[config.mk]
export PLATFORM = sky130hd
export DESIGN_NAME = decimal_to_octal_flat
export DESIGN_NICKNAME = d
export VERILOG_FILES = /design/src/rtl/dec2oct_pkg.sv /design/src/rtl/decimal_to_octal_if.sv /design/src/rtl/oct_digit_mac.sv /design/src/rtl/decimal_to_octal.sv /design/src/flat_wrapper.sv
export SDC_FILE = /design/constraint.sdc
export NUM_CORES = 1
export LEC_CHECK = 0
export CAP_MARGIN = 20
export CORE_ASPECT_RATIO = 2
export CORE_UTILIZATION = 45
export CTS_CLUSTER_SIZE = 30
export DETAILED_ROUTE_END_ITERATION = 8
export DONT_BUFFER_PORTS = 1
export SLEW_MARGIN = 5
export SYNTH_ARGS = -nofsm -noshare
export SYNTH_HDL_FRONTEND = slang
export SYNTH_SLANG_ARGS = --single-unit
[constraint.sdc]
create_clock -name clk -period 6.4 [get_ports clk]
set_clock_uncertainty 0.1 [all_clocks]
set_input_delay 1.28 -clock clk [delete_from_list [all_inputs] [get_ports clk]]
set_output_delay 1.28 -clock clk [all_outputs]
set_load 0.005 [all_outputs]
[src/rtl/dec2oct_pkg.sv]
// Purpose: shared widths, constants and FSM state type for the binary to
//          decimal-coded-octal converter.
// Contents: digit count, accumulator/power widths, saturation constants, state_t.
package dec2oct_pkg;

  // Six 3-bit octal digits cover a 16-bit input (18 bits, top two always 0).
  localparam int unsigned OCT_DIGITS = 6;
  localparam int unsigned DEC_W      = 16;
  localparam int unsigned OCT_W      = 16;
  localparam int unsigned SHIFT_W    = 3 * OCT_DIGITS;

  // Largest result is 177777 (Dec=65535), which needs 18 bits; 20 leaves margin
  // so the digit product can be added without a carry-out.
  localparam int unsigned ACC_W = 20;

  // Holds the place value up to 100000 for the sixth digit.
  localparam int unsigned POW_W = 17;

  // Step counter: counts 0..OCT_DIGITS-1.
  localparam int unsigned CNT_W = 3;

  // Octal 177777 is out of reach of 16 bits; 27485 is the largest input whose
  // decimal-coded octal form (65535) still fits.
  localparam logic [DEC_W-1:0] MAX_FIT_DEC = 16'd27485;
  localparam logic [OCT_W-1:0] SAT_VAL     = 16'hFFFF;

  typedef enum logic {
    IDLE = 1'b0,
    RUN  = 1'b1
  } state_t;

endpackage : dec2oct_pkg

[src/rtl/decimal_to_octal_if.sv]
// Purpose: request/result bundle of the decimal-coded-octal converter.
// Ports: start/Dec from the requester; busy/done/Octal/ovf back from the engine.
// Modports: master = requester side, slave = converter side.
interface decimal_to_octal_if;
  import dec2oct_pkg::*;

  logic             start;
  logic [DEC_W-1:0] Dec;
  logic             busy;
  logic             done;
  logic [OCT_W-1:0] Octal;
  logic             ovf;

  modport master (
    output start,
    output Dec,
    input  busy,
    input  done,
    input  Octal,
    input  ovf
  );

  modport slave (
    input  start,
    input  Dec,
    output busy,
    output done,
    output Octal,
    output ovf
  );

endinterface : decimal_to_octal_if

[src/rtl/oct_digit_mac.sv]
// Purpose: one digit step: acc_next = acc + digit*pow, pow_next = pow*10.
// Latency: purely combinational.
// Backpressure: none; evaluated every cycle, the caller decides when to register.
// Ports: digit (3b octal digit), acc/pow (current state), acc_next/pow_next.
module oct_digit_mac
  import dec2oct_pkg::*;
(
  input  logic [2:0]       digit,
  input  logic [ACC_W-1:0] acc,
  input  logic [POW_W-1:0] pow,
  output logic [ACC_W-1:0] acc_next,
  output logic [POW_W-1:0] pow_next
);

  logic [ACC_W-1:0] pow_ext;
  logic [ACC_W-1:0] prod;

  assign pow_ext = ACC_W'(pow);

  // 3 x 17 multiply written as a shift-add over the three digit bits.
  always_comb begin
    prod = '0;
    if (digit[0]) prod = prod + pow_ext;
    if (digit[1]) prod = prod + (pow_ext << 1);
    if (digit[2]) prod = prod + (pow_ext << 2);
  end

  assign acc_next = acc + prod;

  // x10 = x8 + x2. After the sixth step this wraps in 17 bits, but that value
  // is never used: the accumulator is already final by then.
  assign pow_next = (pow << 3) + (pow << 1);

endmodule : oct_digit_mac

[src/rtl/decimal_to_octal.sv]
// Purpose: iterative binary -> decimal-coded-octal converter, one octal digit per clock.
// Latency: done pulses 6 cycles after the accepting edge; one conversion per 7 cycles.
// Backpressure: start is only sampled while busy=0; starts during a conversion are dropped.
// Ports: clk, rst_n (async active-low), bus (slave side: start/Dec in,
//        busy/done/Octal/ovf out).
module decimal_to_octal
  import dec2oct_pkg::*;
(
  input  logic                 clk,
  input  logic                 rst_n,
  decimal_to_octal_if.slave    bus
);

  state_t             state_q, state_d;
  logic [CNT_W-1:0]   cnt_q,   cnt_d;
  logic [SHIFT_W-1:0] shift_q, shift_d;
  logic [ACC_W-1:0]   acc_q,   acc_d;
  logic [POW_W-1:0]   pow_q,   pow_d;
  logic [OCT_W-1:0]   octal_q, octal_d;
  logic               ovf_q,   ovf_d;
  logic               done_q,  done_d;

  logic [ACC_W-1:0]   acc_next;
  logic [POW_W-1:0]   pow_next;
  logic               last_step;
  logic               fits;

  oct_digit_mac u_mac (
    .digit    (shift_q[2:0]),
    .acc      (acc_q),
    .pow      (pow_q),
    .acc_next (acc_next),
    .pow_next (pow_next)
  );

  assign last_step = (cnt_q == CNT_W'(OCT_DIGITS - 1));

  // The final sum fits in 16 bits exactly when nothing is set above bit 15.
  assign fits = (acc_next[ACC_W-1:OCT_W] == '0);

  always_comb begin
    state_d = state_q;
    cnt_d   = cnt_q;
    shift_d = shift_q;
    acc_d   = acc_q;
    pow_d   = pow_q;
    octal_d = octal_q;
    ovf_d   = ovf_q;
    done_d  = 1'b0;

    unique case (state_q)
      IDLE: begin
        // Also reached in the done cycle, so a held start chains conversions.
        if (bus.start) begin
          shift_d = SHIFT_W'(bus.Dec);
          acc_d   = '0;
          pow_d   = POW_W'(1);
          cnt_d   = '0;
          state_d = RUN;
        end
      end

      RUN: begin
        shift_d = shift_q >> 3;
        acc_d   = acc_next;
        pow_d   = pow_next;
        if (last_step) begin
          // Result is taken from the mac output so the sixth digit counts.
          octal_d = fits ? acc_next[OCT_W-1:0] : SAT_VAL;
          ovf_d   = ~fits;
          done_d  = 1'b1;
          state_d = IDLE;
        end else begin
          cnt_d = cnt_q + CNT_W'(1);
        end
      end

      default: begin
        state_d = IDLE;
      end
    endcase
  end

  always_ff @(posedge clk or negedge rst_n) begin
    if (!rst_n) begin
      state_q <= IDLE;
      cnt_q   <= '0;
      shift_q <= '0;
      acc_q   <= '0;
      pow_q   <= '0;
      octal_q <= '0;
      ovf_q   <= 1'b0;
      done_q  <= 1'b0;
    end else begin
      state_q <= state_d;
      cnt_q   <= cnt_d;
      shift_q <= shift_d;
      acc_q   <= acc_d;
      pow_q   <= pow_d;
      octal_q <= octal_d;
      ovf_q   <= ovf_d;
      done_q  <= done_d;
    end
  end

  assign bus.busy  = (state_q == RUN);
  assign bus.done  = done_q;
  assign bus.Octal = octal_q;
  assign bus.ovf   = ovf_q;

endmodule : decimal_to_octal

[src/flat_wrapper.sv]
// flat-port wrapper written by rule: the top's interface ports become plain ports
module decimal_to_octal_flat import dec2oct_pkg::*;
  (clk, rst_n, bus_start, bus_Dec, bus_busy, bus_done, bus_Octal, bus_ovf);
  decimal_to_octal_if bus_i ();
  input  logic clk;
  input  logic rst_n;
  input wire logic [$bits(bus_i.start)-1:0] bus_start;
  input wire logic [$bits(bus_i.Dec)-1:0] bus_Dec;
  output wire logic [$bits(bus_i.busy)-1:0] bus_busy;
  output wire logic [$bits(bus_i.done)-1:0] bus_done;
  output wire logic [$bits(bus_i.Octal)-1:0] bus_Octal;
  output wire logic [$bits(bus_i.ovf)-1:0] bus_ovf;
  assign bus_i.start = bus_start;
  assign bus_i.Dec = bus_Dec;
  assign bus_busy = bus_i.busy;
  assign bus_done = bus_i.done;
  assign bus_Octal = bus_i.Octal;
  assign bus_ovf = bus_i.ovf;
  decimal_to_octal u_core (.clk(clk), .rst_n(rst_n), .bus(bus_i));
endmodule
Word-level counts from Yosys, hierarchy flattened
Cells that the tools add are included.
- equality and inequality tests: 3
- $mul: 0
- order comparisons: 0
- bitwise operators: 2
- add/subtract/negate cells: 5
- div/mod/pow operators: 0
- multiplexer cells: 18
- reduce and logical (&&, ||, !) cells: 3
- shift operators: 0
- operator list (kind ; count):
    20-bit two-way mux ; 3
    20-bit one-hot mux with 2 select lines ; 1
    18-bit one-hot mux with 2 select lines ; 1
    17-bit two-way mux ; 2
    17-bit one-hot mux with 2 select lines ; 1
    20-bit by 18-bit adder with 20-bit output ; 1
    20-bit by 19-bit adder with 20-bit output ; 1
    20-bit adder ; 1
    18-bit two-way mux ; 1
    17-bit adder ; 1
    16-bit two-way mux ; 1
    3-bit two-way mux ; 2
    3-bit one-hot mux with 2 select lines ; 1
    4-bit zero test ; 1
    1-bit two-way mux ; 4
    2-bit != test (second input constant) ; 2
    2-bit AND reduction ; 2
    3-bit by 1-bit adder with 3-bit output (second input constant) ; 1
    3-bit equality test (second input constant) ; 1
    1-bit inverter ; 2
    1-bit one-hot mux with 2 select lines ; 1
- ROM bits: 0
- RAM bits: 0
- output and inout port bits: 19
- logic and storage cells: 39
- bits in latches: 0
- bits in registers: 77
- memories: 0

Depth between registers and ports, before layout
Gate-level depths: netlist of the first run.
- word-level depth: 8
- depth in mapped cells: 35
- gate-level depth less buffers: 29

Hierarchy
A second synthesis of the first run with hierarchy kept.
- cell total of the unflattened synthesis: 828
- area total of the unflattened synthesis: 7085.5 µm²
- by module, submodules not included (module ; area an instance (µm²) ; times used ; cells an instance ; sequential area each (µm²)):
    oct_digit_mac ; 4027.6 ; 1 ; 578 ; 0.0
    decimal_to_octal ; 3057.9 ; 1 ; 250 ; 1876.8

Worst setup path after synthesis of the first run
Ideal clock, no wire load.
- kind: reg2reg
- start point: reg u_core.shift_q[0]
- end point: reg u_core.octal_q[6] (netlist: u_core.bus.Octal[6])
- setup time: 0.141 ns
- data arrival time: 6.427 ns
- cell stages (with the launch flop): 33
- path slack: -0.268 ns
- buffers on the path: 6
- clock period less this slack: 6.668 ns
- cell sequence: dfrtp_1 clkbuf_1 clkbuf_1 clkbuf_1 clkbuf_1 nand2_1 inv_1 ha_1 fa_1 clkbuf_1 nand4_1 nor3b_1 a31oi_1 a31oi_1 a31oi_1 xnor2_1 mux2_2 ha_1 and2_1 nand4_1 a21oi_1 nor2_1 xnor2_1 mux2_2 ha_1 a21o_1 a211o_1 a221oi_1 o21ai_0 and2_1 nor4b_4 buf_6 a31oi_1
- word-level cells in the longest chain between the ends: 8
- RTL lines (item ; RTL line ; source):
    start, declared ; decimal_to_octal.sv:16 ; logic [SHIFT_W-1:0] shift_q, shift_d;
    start signal, assigned ; decimal_to_octal.sv:97 ; shift_q <= shift_d;
    17-bit two-way mux * ; oct_digit_mac.sv:23 ; if (digit[0]) prod = prod + pow_ext;
    20-bit by 18-bit adder with 20-bit output ; oct_digit_mac.sv:24 ; if (digit[1]) prod = prod + (pow_ext << 1);
    20-bit two-way mux * ; oct_digit_mac.sv:24 ;
    20-bit by 19-bit adder with 20-bit output ; oct_digit_mac.sv:25 ; if (digit[2]) prod = prod + (pow_ext << 2);
    20-bit two-way mux * ; oct_digit_mac.sv:25 ;
    20-bit adder * ; oct_digit_mac.sv:28 ; assign acc_next = acc + prod;
    4-bit zero test ; decimal_to_octal.sv:39 ; assign fits = (acc_next[ACC_W-1:OCT_W] == '0);
    16-bit two-way mux * ; decimal_to_octal.sv:69 ; octal_d = fits ? acc_next[OCT_W-1:0] : SAT_VAL;
    end signal, assigned ; decimal_to_octal.sv:100 ; octal_q <= octal_d;
    end, declared ; decimal_to_octal.sv:19 ; logic [OCT_W-1:0] octal_q, octal_d;
Mark *: on every way between the ends. The rest lies on a longest branch, timed or not.
A chain may end at the register's enable or synchronous reset.

Worst setup path in the final report of the first run
- start point: reg u_core.shift_q[0]
- end point: reg u_core.octal_q[1] (netlist: u_core.bus.Octal[1])
Same word-level chain as after synthesis.

==> results of run 1 <==
-- critical path, delay by kind of cell (launching register included) --
kind	cells	cell delay, ns
multiplexers	2	0.57
XOR/XNOR	2	0.24
buffers and inverters	3	0.36
AND/OR/NAND/NOR	6	0.82
adder cells (fa/ha/maj)	4	1.29
AO/OA/AOI/OAI	11	2.18
flip-flops	1	0.40
-- worst paths after layout --
check | start | endpoint | slack (ns) | cells after the start
worst min-delay path | u_core.shift_q[3] | u_core.shift_q[0] | 0.38 | 2
worst max-delay path | u_core.shift_q[0] | u_core.bus.Octal[1] | 0.25 | 28
max in group asynchronous | rst_n | u_core.pow_q[3] | 5.54 | 0
min in group asynchronous | rst_n | u_core.pow_q[7] | 0.52 | 0
worst min register to register | u_core.shift_q[3] | u_core.shift_q[0] | 0.38 | 2
worst max register to register | u_core.shift_q[0] | u_core.bus.Octal[1] | 0.25 | 28
-- through the flow --
| step | TNS, ns | power, mW | std cells | worst slack [ns] | util [%] |
|---|---|---|---|---|---|
| final | 0 | 4.35 | 959 | 0.251 | 50.1 |
| after global routing | -0.170 | 4.73 | 959 | -0.0442 | 50.1 |
| after CTS | 0 | 4.23 | 953 | 0.150 | 49.2 |
| after detailed placement | 0 | 3.68 | 937 | 0.183 | 47.1 |
| after global placement | 0 | 3.59 | 937 | 0.330 | 47.1 |
| after floorplan | 0 | 3.13 | 772 | 0.0508 | - |
-- sequential cells by signal, indices dropped and copies added, names as in the netlist --
register          count
u_core.acc_q         20
u_core.bus.done       1
u_core.bus.ovf        1
u_core.shift_q       16
u_core.cnt_q          3
u_core.bus.busy       1
u_core.pow_q         17
u_core.bus.Octal     16
-- layout by cell type (no fill, tap or decap), types with 18 or more instances in the layout --
master                    count
sky130_fd_sc_hd__nand2_1     88
sky130_fd_sc_hd__dfrtp_1     75
sky130_fd_sc_hd__a21oi_1     60
sky130_fd_sc_hd__ha_1        58
sky130_fd_sc_hd__nor2_1      57
sky130_fd_sc_hd__o21ai_0     50
sky130_fd_sc_hd__xnor2_1     29
sky130_fd_sc_hd__a21o_1      27
sky130_fd_sc_hd__xor2_1      26
sky130_fd_sc_hd__inv_1       25
sky130_fd_sc_hd__mux2i_1     20
sky130_fd_sc_hd__a31oi_1     18
-- kinds of logic after synthesis --
| kind of cell | count (synthesis) | share of synthesized area [%] |
|---|---|---|
| AO/OA/AOI/OAI | 252 | 25.1 |
| AND/OR/NAND/NOR | 220 | 15.5 |
| flip-flops | 75 | 28.6 |
| adder cells (fa/ha/maj) | 67 | 13.2 |
| buffers and inverters | 65 | 4.06 |
| XOR/XNOR | 59 | 8.08 |
| multiplexers | 34 | 5.45 |
-- routing by layer --
metal | part of all wire (%) | up-vias
li1 | - | 2781
met1 | 39 | 2688
met2 | 55 | 79
met3 | 2.6 | 31
met4 | 2.6 | 0
met5 | 0 | -
-- power breakdown --
group          switching (mW)  internal (mW)
Sequential              0.256          0.678
Clock                   0.215          0.305
Combinational            1.60           1.30
Total                    2.07           2.28
-- repair_timing --
action / in CTS / in global routing
hold buffers: 0 / 0
setup endpoints to repair: 0 / 17
setup buffers: 0 / 4
gates resized for setup: 0 / 25
endpoints found under the hold margin: 0 / 0
-- area by class of cell --
type,instances,share of cell area (%)
Multi-Input combinational cell,632,62.9
Sequential cell,75,26.2
Clock buffer,10,3.20
Tap cell,192,3.36
Inverter,26,1.36
Clock inverter,6,0.997
Timing Repair Buffer,18,1.94
==> impl_metrics.toml, run 1 <==
[sta]
layout_min_cycle_time_ns = 6.15
period_share_pct = 96.1
hold-worst-slack_ns = 0.379
timing.final.max_slew_violations = 0
timing_worst_slew_pin_value_ns = 1.01
hold_viol = 0
slew_headroom_pct = 32.7
finalSetupViolCount = 0
achievable-frequency_mhz = 163

[global_route]
grt_pass1_vias = 5916
globalRouteMet3Util_pct = 2.96
global_route_met2_usage_pct = 41.3
grt_start_max_net_pins = 76
grt_pass1_wl_um = 26900
antenna_violations_before_repair = 0
grt.total_usage_pct = 22.3
grt_overflow_total = 0
top_usage_layer = "met2"
grt_use_met1_pct = 24.2

[critical_path]
setup.worst_path.end_class = "flip-flop"
timing.critical_path.from_type = "flip-flop"
timing_worst_setup_path_type = "flip-flop to flip-flop"
critPathMaxStageDelay_ns = 0.47
timing.critical_path.required_ns = 6.49
cp_max_fo = 8
cp_slowest_cell = "sky130_fd_sc_hd__fa_2"
worst-endpoint-arrival_ns = 6.24

[die]
placeableCoreArea_um2 = 14300
initial_cell_density_of_the_core_pct = 46.0
top_level_ports = 38
chipWidth_um = 87.4
core.rowCount = 62
floorplan.die_area_um2 = 15100
die_height_um = 173

[pwr]
p_per_area_nw_per_um2 = 608
peakVddDrop_mv = 0.398
p_leak_nw = 3.27

[clocking]
number_of_clock_sinks_seen_by_cts = 75
clk_path_buf_depth = 2
htree_num_levels = 3
cts_buffers = 9
path_clk_slew_ns = 0.06
cts_tree = "done"
clk_root_buffer_cell = "sky130_fd_sc_hd__clkbuf_16"
clock_insertion_delay_worst_skew_ns = 0.35

[synth]
synth-edff-count = 0
synth.distinct_cells = 66
commonest_register_cell_after_synthesis = "sky130_fd_sc_hd__dfrtp_1"
synthCells = 772
yosysMostFrequentCell = "sky130_fd_sc_hd__nand2_1"
synth.top_cells.by_area = "sky130_fd_sc_hd__dfrtp_1 (29%), sky130_fd_sc_hd__ha_1 (12%), sky130_fd_sc_hd__nand2_1 (5.0%), sky130_fd_sc_hd__a21oi_1 (4.9%), sky130_fd_sc_hd__xnor2_1 (4.0%)"
syn_avg_cell_area_um2 = 8.50
top_cell_type_s_share_of_synthesized_area_pct = 28.6
synth_seq_area_share_pct = 28.6
synth.net_count = 858
synth.cell_area_um2 = 6560
most_instantiated_cells_after_synthesis = "sky130_fd_sc_hd__nand2_1 (88), sky130_fd_sc_hd__dfrtp_1 (75), sky130_fd_sc_hd__a21oi_1 (64)"
synth_top_cell_by_area = "sky130_fd_sc_hd__dfrtp_1"
synth.yosys.warnings = 0
async_reset_ff_share_pct = 100
synth.ff_latch_count = 75

[layout]
net_count_reported_at_finish = 848
area_of_the_multi_input_gates_um2 = 4500
syn2layout_area_growth_pct = 9.02
layout.area.seq_um2 = 1880
antenna_cells = 0
filler_cell_count = 1386
final_area_um2 = 7150
post_route_cells_drive_above_1_share_pct = 10.7

[detailed_routing]
dr_total_vias = 5579
drt_first_pass_iters = 4
post-route-drc-count = 0
detail_route.vias_per_cell = 5.82
finalWirelength_um = 16100
dr.first_iter.drc_count = 269
postRouteAntennaNets = 0
routed_wire_length_per_instance_um = 16.8

[place]
io_buffer_count = 0
dpl-instance-area_um2 = 6730
hpwlAfterDp_um = 11400
place_congestion = 0.851

[hold_path]
timing.hold.worst.class = "flip-flop to flip-flop"

[flow_run]
drv.max_cap_violation_count = 0

[outcome]
status = "finished clean"
Note: power is estimated with default switching activity, not from simulation.
==> run 2, diff against run 1 <==
--- a/config.mk
+++ b/config.mk
@@ -11,6 +11,7 @@
 export CTS_CLUSTER_SIZE = 30
 export DETAILED_ROUTE_END_ITERATION = 8
 export DONT_BUFFER_PORTS = 1
+export SETUP_SLACK_MARGIN = 0.05
 export SLEW_MARGIN = 5
 export SYNTH_ARGS = -nofsm -noshare
 export SYNTH_HDL_FRONTEND = slang
==> impl_metrics.toml, run 2 (same netlist as run 1, synthesis figures left out) <==
[sta]
setup-tns-final_ns = 0
finalSetupViolCount = 0
period_share_pct = 95.1
timing_worst_slew_pin_value_ns = 1.01
layout_min_cycle_time_ns = 6.09
hold-worst-slack_ns = 0.378
hold_viol = 0
slew_headroom_pct = 32.4
timing.final.max_slew_violations = 0
achievable-frequency_mhz = 164

[outcome]
status = "finished clean"

[clocking]
post_cts_hold_buffer_count = 0
number_of_clock_sinks_seen_by_cts = 75
clock_insertion_delay_worst_skew_ns = 0.35
path_clk_slew_ns = 0.06
clk_path_buf_depth = 2
cts_buffers = 9
htree_num_levels = 3
cts_tree = "done"
clk_root_buffer_cell = "sky130_fd_sc_hd__clkbuf_16"

[detailed_routing]
postRouteAntennaNets = 0
dr.first_iter.drc_count = 255
drt_first_pass_iters = 4
finalWirelength_um = 16200
detail_route.vias_per_cell = 5.84
dr_total_vias = 5600
routed_wire_length_per_instance_um = 16.9
post-route-drc-count = 0

[layout]
largest_register_ff_count = 20
most_used_cells_in_the_layout_excluding_fill_and_tap_cells = "sky130_fd_sc_hd__nand2_1 (88), sky130_fd_sc_hd__dfrtp_1 (75), sky130_fd_sc_hd__a21oi_1 (59)"
post_route_cells_drive_above_1_share_pct = 11.1
filler_cell_count = 1382
reg.largest.list = "u_core.acc_q: 20 flops, u_core.pow_q: 17 flops"
syn2layout_area_growth_pct = 9.38
net_count_reported_at_finish = 848
antenna_cells = 0
layout_commonest_cell = "sky130_fd_sc_hd__nand2_1"
registers.top_by_ff_count = "u_core.acc_q"

[hold_path]
min-delay-start = "u_core.shift_q[3]"
timing.hold.worst.class = "flip-flop to flip-flop"
hold_end = "u_core.shift_q[0]"
whs_path_depth = 2

[pwr]
peakVddDrop_mv = 0.399
p_leak_nw = 3.27
p_per_area_nw_per_um2 = 610

[place]
hpwlAfterDp_um = 11400
place_congestion = 0.851
io_buffer_count = 0

[die]
initial_cell_density_of_the_core_pct = 46.0
placeableCoreArea_um2 = 14300
core.rowCount = 62
floorplan.die_area_um2 = 15100
top_level_ports = 38
chipWidth_um = 87.4
die_height_um = 173

[critical_path]
rr_endpoint = "u_core.bus.Octal[1]"
worstRegToRegCells = 28
worst-r2r-setup-slack_ns = 0.31
cp_max_fo = 8
worst-endpoint-arrival_ns = 6.17
timing.critical_path.required_ns = 6.49
setup.worst_path.end_class = "flip-flop"
timing_worst_setup_path_type = "flip-flop to flip-flop"
critPathMaxStageDelay_ns = 0.47
cp_slowest_cell = "sky130_fd_sc_hd__fa_2"
timing.critical_path.from_type = "flip-flop"
critical_r2r_launch = "u_core.shift_q[0]"

[flow_run]
drv.max_cap_violation_count = 0

[global_route]
antenna_violations_before_repair = 0
grt_overflow_total = 0
grt_pass1_wl_um = 26900
grt_start_max_net_pins = 76
grt.total_usage_pct = 22.3
grt_pass1_vias = 5916
run 2: cell types whose count changed in the layout (fill, tap and decap cells not counted):
cell and delta:
sky130_fd_sc_hd__a221oi_2 +1, sky130_fd_sc_hd__o21ai_1 -1, sky130_fd_sc_hd__ha_4 +1, sky130_fd_sc_hd__a21oi_2 +1
sky130_fd_sc_hd__a221oi_1 -1, sky130_fd_sc_hd__ha_2 -1, sky130_fd_sc_hd__a21oi_1 -1, sky130_fd_sc_hd__o21ai_2 +1
run 2: layout make-up:
cell class                      instances  area, µm²  share of cell area, %
Inverter                               26       97.6                   1.36
Tap cell                              192        240                   3.35
Sequential cell                        75       1880                   26.1
Clock buffer                           10        229                   3.19
Multi-Input combinational cell        632       4520                   63.0
Timing Repair Buffer                   18        139                   1.93
Clock inverter                          6       71.3                  0.994
run 2: worst max-delay path by stage:
stage | from | end | slack [ns]
floorplan | u_core.shift_q[0] | u_core.bus.Octal[6] | 0.05
global placement | u_core.shift_q[0] | u_core.bus.Octal[6] | 0.33
detailed placement | u_core.shift_q[0] | u_core.bus.Octal[3] | 0.18
CTS | u_core.shift_q[0] | u_core.bus.Octal[3] | 0.15
global route | u_core.shift_q[0] | u_core.bus.Octal[3] | -0.01
finish | u_core.shift_q[0] | u_core.bus.Octal[1] | 0.31
run 2: where the power goes:
group / internal (mW) / switching, mW
sequential: 0.678 / 0.259
clock: 0.305 / 0.214
combinational: 1.31 / 1.61
total: 2.29 / 2.09
run 2: what timing repair did:
item / CTS / global route
endpoints found under the setup margin: 0 / 17
buffers inserted: 0 / 4
resized for setup: 0 / 29
run 2: per-layer routing:
metal | GRT usage (%) | vias to the layer above | part of all wire (%)
li1 | - | 2779 | -
met1 | 24.2 | 2713 | 40
met2 | 41.3 | 82 | 55
met3 | 2.96 | 26 | 2.1
met4 | 9.77 | 0 | 2.2
met5 | 0 | - | 0
run 2: worst max-delay path, delay by kind of cell (launching register included):
kind,cells,cell delay [ns]
AND/OR/NAND/NOR,6,0.82
XOR/XNOR,2,0.24
buffers and inverters,3,0.36
AO/OA/AOI/OAI,11,2.13
flip-flops,1,0.40
multiplexers,2,0.57
adder cells (fa/ha/maj),4,1.29
run 2: through the flow:
stage | cells | util, % | worst slack [ns] | power (mW) | area [µm²]
after global placement | 937 | 47.1 | 0.330 | 3.59 | 6730
after floorplan | 772 | - | 0.0508 | 3.13 | 6570
after CTS | 953 | 49.2 | 0.150 | 4.23 | 7030
after global routing | 959 | 50.3 | -0.00954 | 4.76 | 7180
final | 959 | 50.3 | 0.311 | 4.38 | 7180
after detailed placement | 937 | 47.1 | 0.183 | 3.68 | 6730
==> run 3, diff against run 2 <==
==> constraint.sdc (replaced) <==
create_clock -name clk -period 5.3 [get_ports clk]
set_clock_uncertainty 0.1 [all_clocks]
set_input_delay 1.06 -clock clk [delete_from_list [all_inputs] [get_ports clk]]
set_output_delay 1.06 -clock clk [all_outputs]
set_load 0.005 [all_outputs]
==> impl_metrics.toml, run 3 (same netlist as run 1, synthesis figures left out) <==
[outcome]
status = "finished with violations"
violations_in_the_final_reports = "setup timing"

[sta]
rsz0062_at_grt = "true"
layout_min_cycle_time_ns = 5.75
setup-tns-final_ns = -7.18
hold-worst-slack_ns = 0.300
finalSetupViolCount = 19
post-route-worst-setup-slack_ns = -0.448
timing_worst_slew_pin_value_ns = 1.02
hold_viol = 0
achievable-frequency_mhz = 174
period_share_pct = 108
slew_headroom_pct = 31.7
timing.final.max_slew_violations = 0

[detailed_routing]
dr.first_iter.drc_count = 264
finalWirelength_um = 18700
postRouteAntennaNets = 0
post-route-drc-count = 0
dr_total_vias = 6160
routed_wire_length_per_instance_um = 17.5
drt_first_pass_iters = 4
detail_route.vias_per_cell = 5.76

[die]
top_level_ports = 38
chipWidth_um = 87.4
initial_cell_density_of_the_core_pct = 46.0
floorplan.die_area_um2 = 15100
core.rowCount = 62
die_height_um = 173
placeableCoreArea_um2 = 14300

[place]
place_congestion = 0.881
io_buffer_count = 0
hpwlAfterDp_um = 13400
dpl-instance-area_um2 = 7670

[critical_path]
critical_r2r_launch = "u_core.pow_q[1]"
worstSetupEndpoint = "u_core.bus.Octal[5]"
worst-endpoint-arrival_ns = 5.82
timing_worst_setup_path_type = "flip-flop to flip-flop"
setup.worst_path.end_class = "flip-flop"
rr_endpoint = "u_core.bus.Octal[5]"
timing.critical_path.required_ns = 5.37
cp_max_fo = 7
cp_slowest_cell = "sky130_fd_sc_hd__fa_2"
critPathMaxStageDelay_ns = 0.47
worstRegToRegCells = 29
worst-r2r-setup-slack_ns = -0.45
crit_start = "u_core.pow_q[1]"
timing.critical_path.from_type = "flip-flop"

[global_route]
grt_overflow_total = 0
grt_start_max_net_pins = 76
grt_pass1_wl_um = 30600
grt.total_usage_pct = 25.6
antenna_violations_before_repair = 0
grt_pass1_vias = 6676

[clocking]
path_clk_slew_ns = 0.08
cts_tree = "done"
htree_num_levels = 3
post_cts_hold_buffer_count = 0
number_of_clock_sinks_seen_by_cts = 75
cts_buffers = 9
clk_path_buf_depth = 2
clock_insertion_delay_worst_skew_ns = 0.35
clk_root_buffer_cell = "sky130_fd_sc_hd__clkbuf_16"

[layout]
most_used_cells_in_the_layout_excluding_fill_and_tap_cells = "sky130_fd_sc_hd__buf_4 (121), sky130_fd_sc_hd__nand2_1 (86), sky130_fd_sc_hd__dfrtp_1 (74)"
post_route_cells_drive_above_1_share_pct = 29.5
utilization_pct = 59.6
area_of_the_multi_input_gates_um2 = 4960
layout_commonest_cell = "sky130_fd_sc_hd__buf_4"
layout.area.seq_um2 = 1880
filler_cell_count = 1283
registers.top_by_ff_count = "u_core.acc_q"
reg.largest.list = "u_core.acc_q: 20 flops, u_core.pow_q: 17 flops"
final_area_um2 = 8500
largest_register_ff_count = 20
antenna_cells = 0
syn2layout_area_growth_pct = 29.6
net_count_reported_at_finish = 959

[pwr]
peakVddDrop_mv = 0.618
power_mw = 6.69
p_leak_nw = 3.94
p_per_area_nw_per_um2 = 787

[flow_run]
drv.max_cap_violation_count = 0

[hold_path]
timing.hold.worst.class = "primary input to async pin"
[run 3: stage by stage]
stage | instances | worst slack, ns
after detailed placement | 1033 | -0.455
after global placement | 1033 | -0.336
after floorplan | 772 | -0.656
after global routing | 1070 | -0.755
after CTS | 1062 | -0.378
final | 1070 | -0.448
[run 3: worst min-delay path by stage]
stage          slack (ns)  depth (start not counted)            endpoint
5_1_grt              0.29                          0     u_core.pow_q[1]
4_1_cts              0.29                          0     u_core.pow_q[1]
3_3_place_gp         0.37                          2  u_core.shift_q[10]
6_report             0.30                          0     u_core.acc_q[1]
3_5_place_dp         0.38                          2  u_core.shift_q[11]
2_1_floorplan        0.35                          2   u_core.shift_q[0]
[run 3: power by group]
part | switching, mW | total, mW | internal [mW]
Clock | 0.285 | 0.615 | 0.330
Combinational | 2.47 | 4.99 | 2.52
Sequential | 0.270 | 1.09 | 0.820
[run 3: repair_timing]
item                                    4_1_cts  5_1_grt
pin swaps                                    12       52
setup buffers                                12        7
gates resized for setup                      38       38
cloned                                        1        1
endpoints found under the setup margin       22       25
[run 3: cell type report]
cell class / count / area share, %
flip-flops and latches: 75 / 22.1
repair buffers: 129 / 12.2
clock inverters: 7 / 0.795
multi-input cells: 632 / 58.3
clock buffers: 9 / 2.65
inverters: 26 / 1.15
well taps: 192 / 2.83
[run 3: critical path: cells and delay by family, from the launching register on]
| family | cells | cell delay (ns) |
|---|---|---|
| xor+xnor | 3 | 0.60 |
| simple gates | 5 | 0.64 |
| buf+inv | 4 | 0.50 |
| fa+ha+maj | 4 | 1.28 |
| flops | 1 | 0.42 |
| compound gates | 13 | 2.03 |
[run 3: metal layers]
layer  share of wire [%]  track usage [%]  up-vias
met3                 2.4             2.58       49
li1                    -                -     2987
met2                  57             50.5      126
met4                 3.8             11.7        0
met1                  37             25.5     2998
met5                   0                0        -
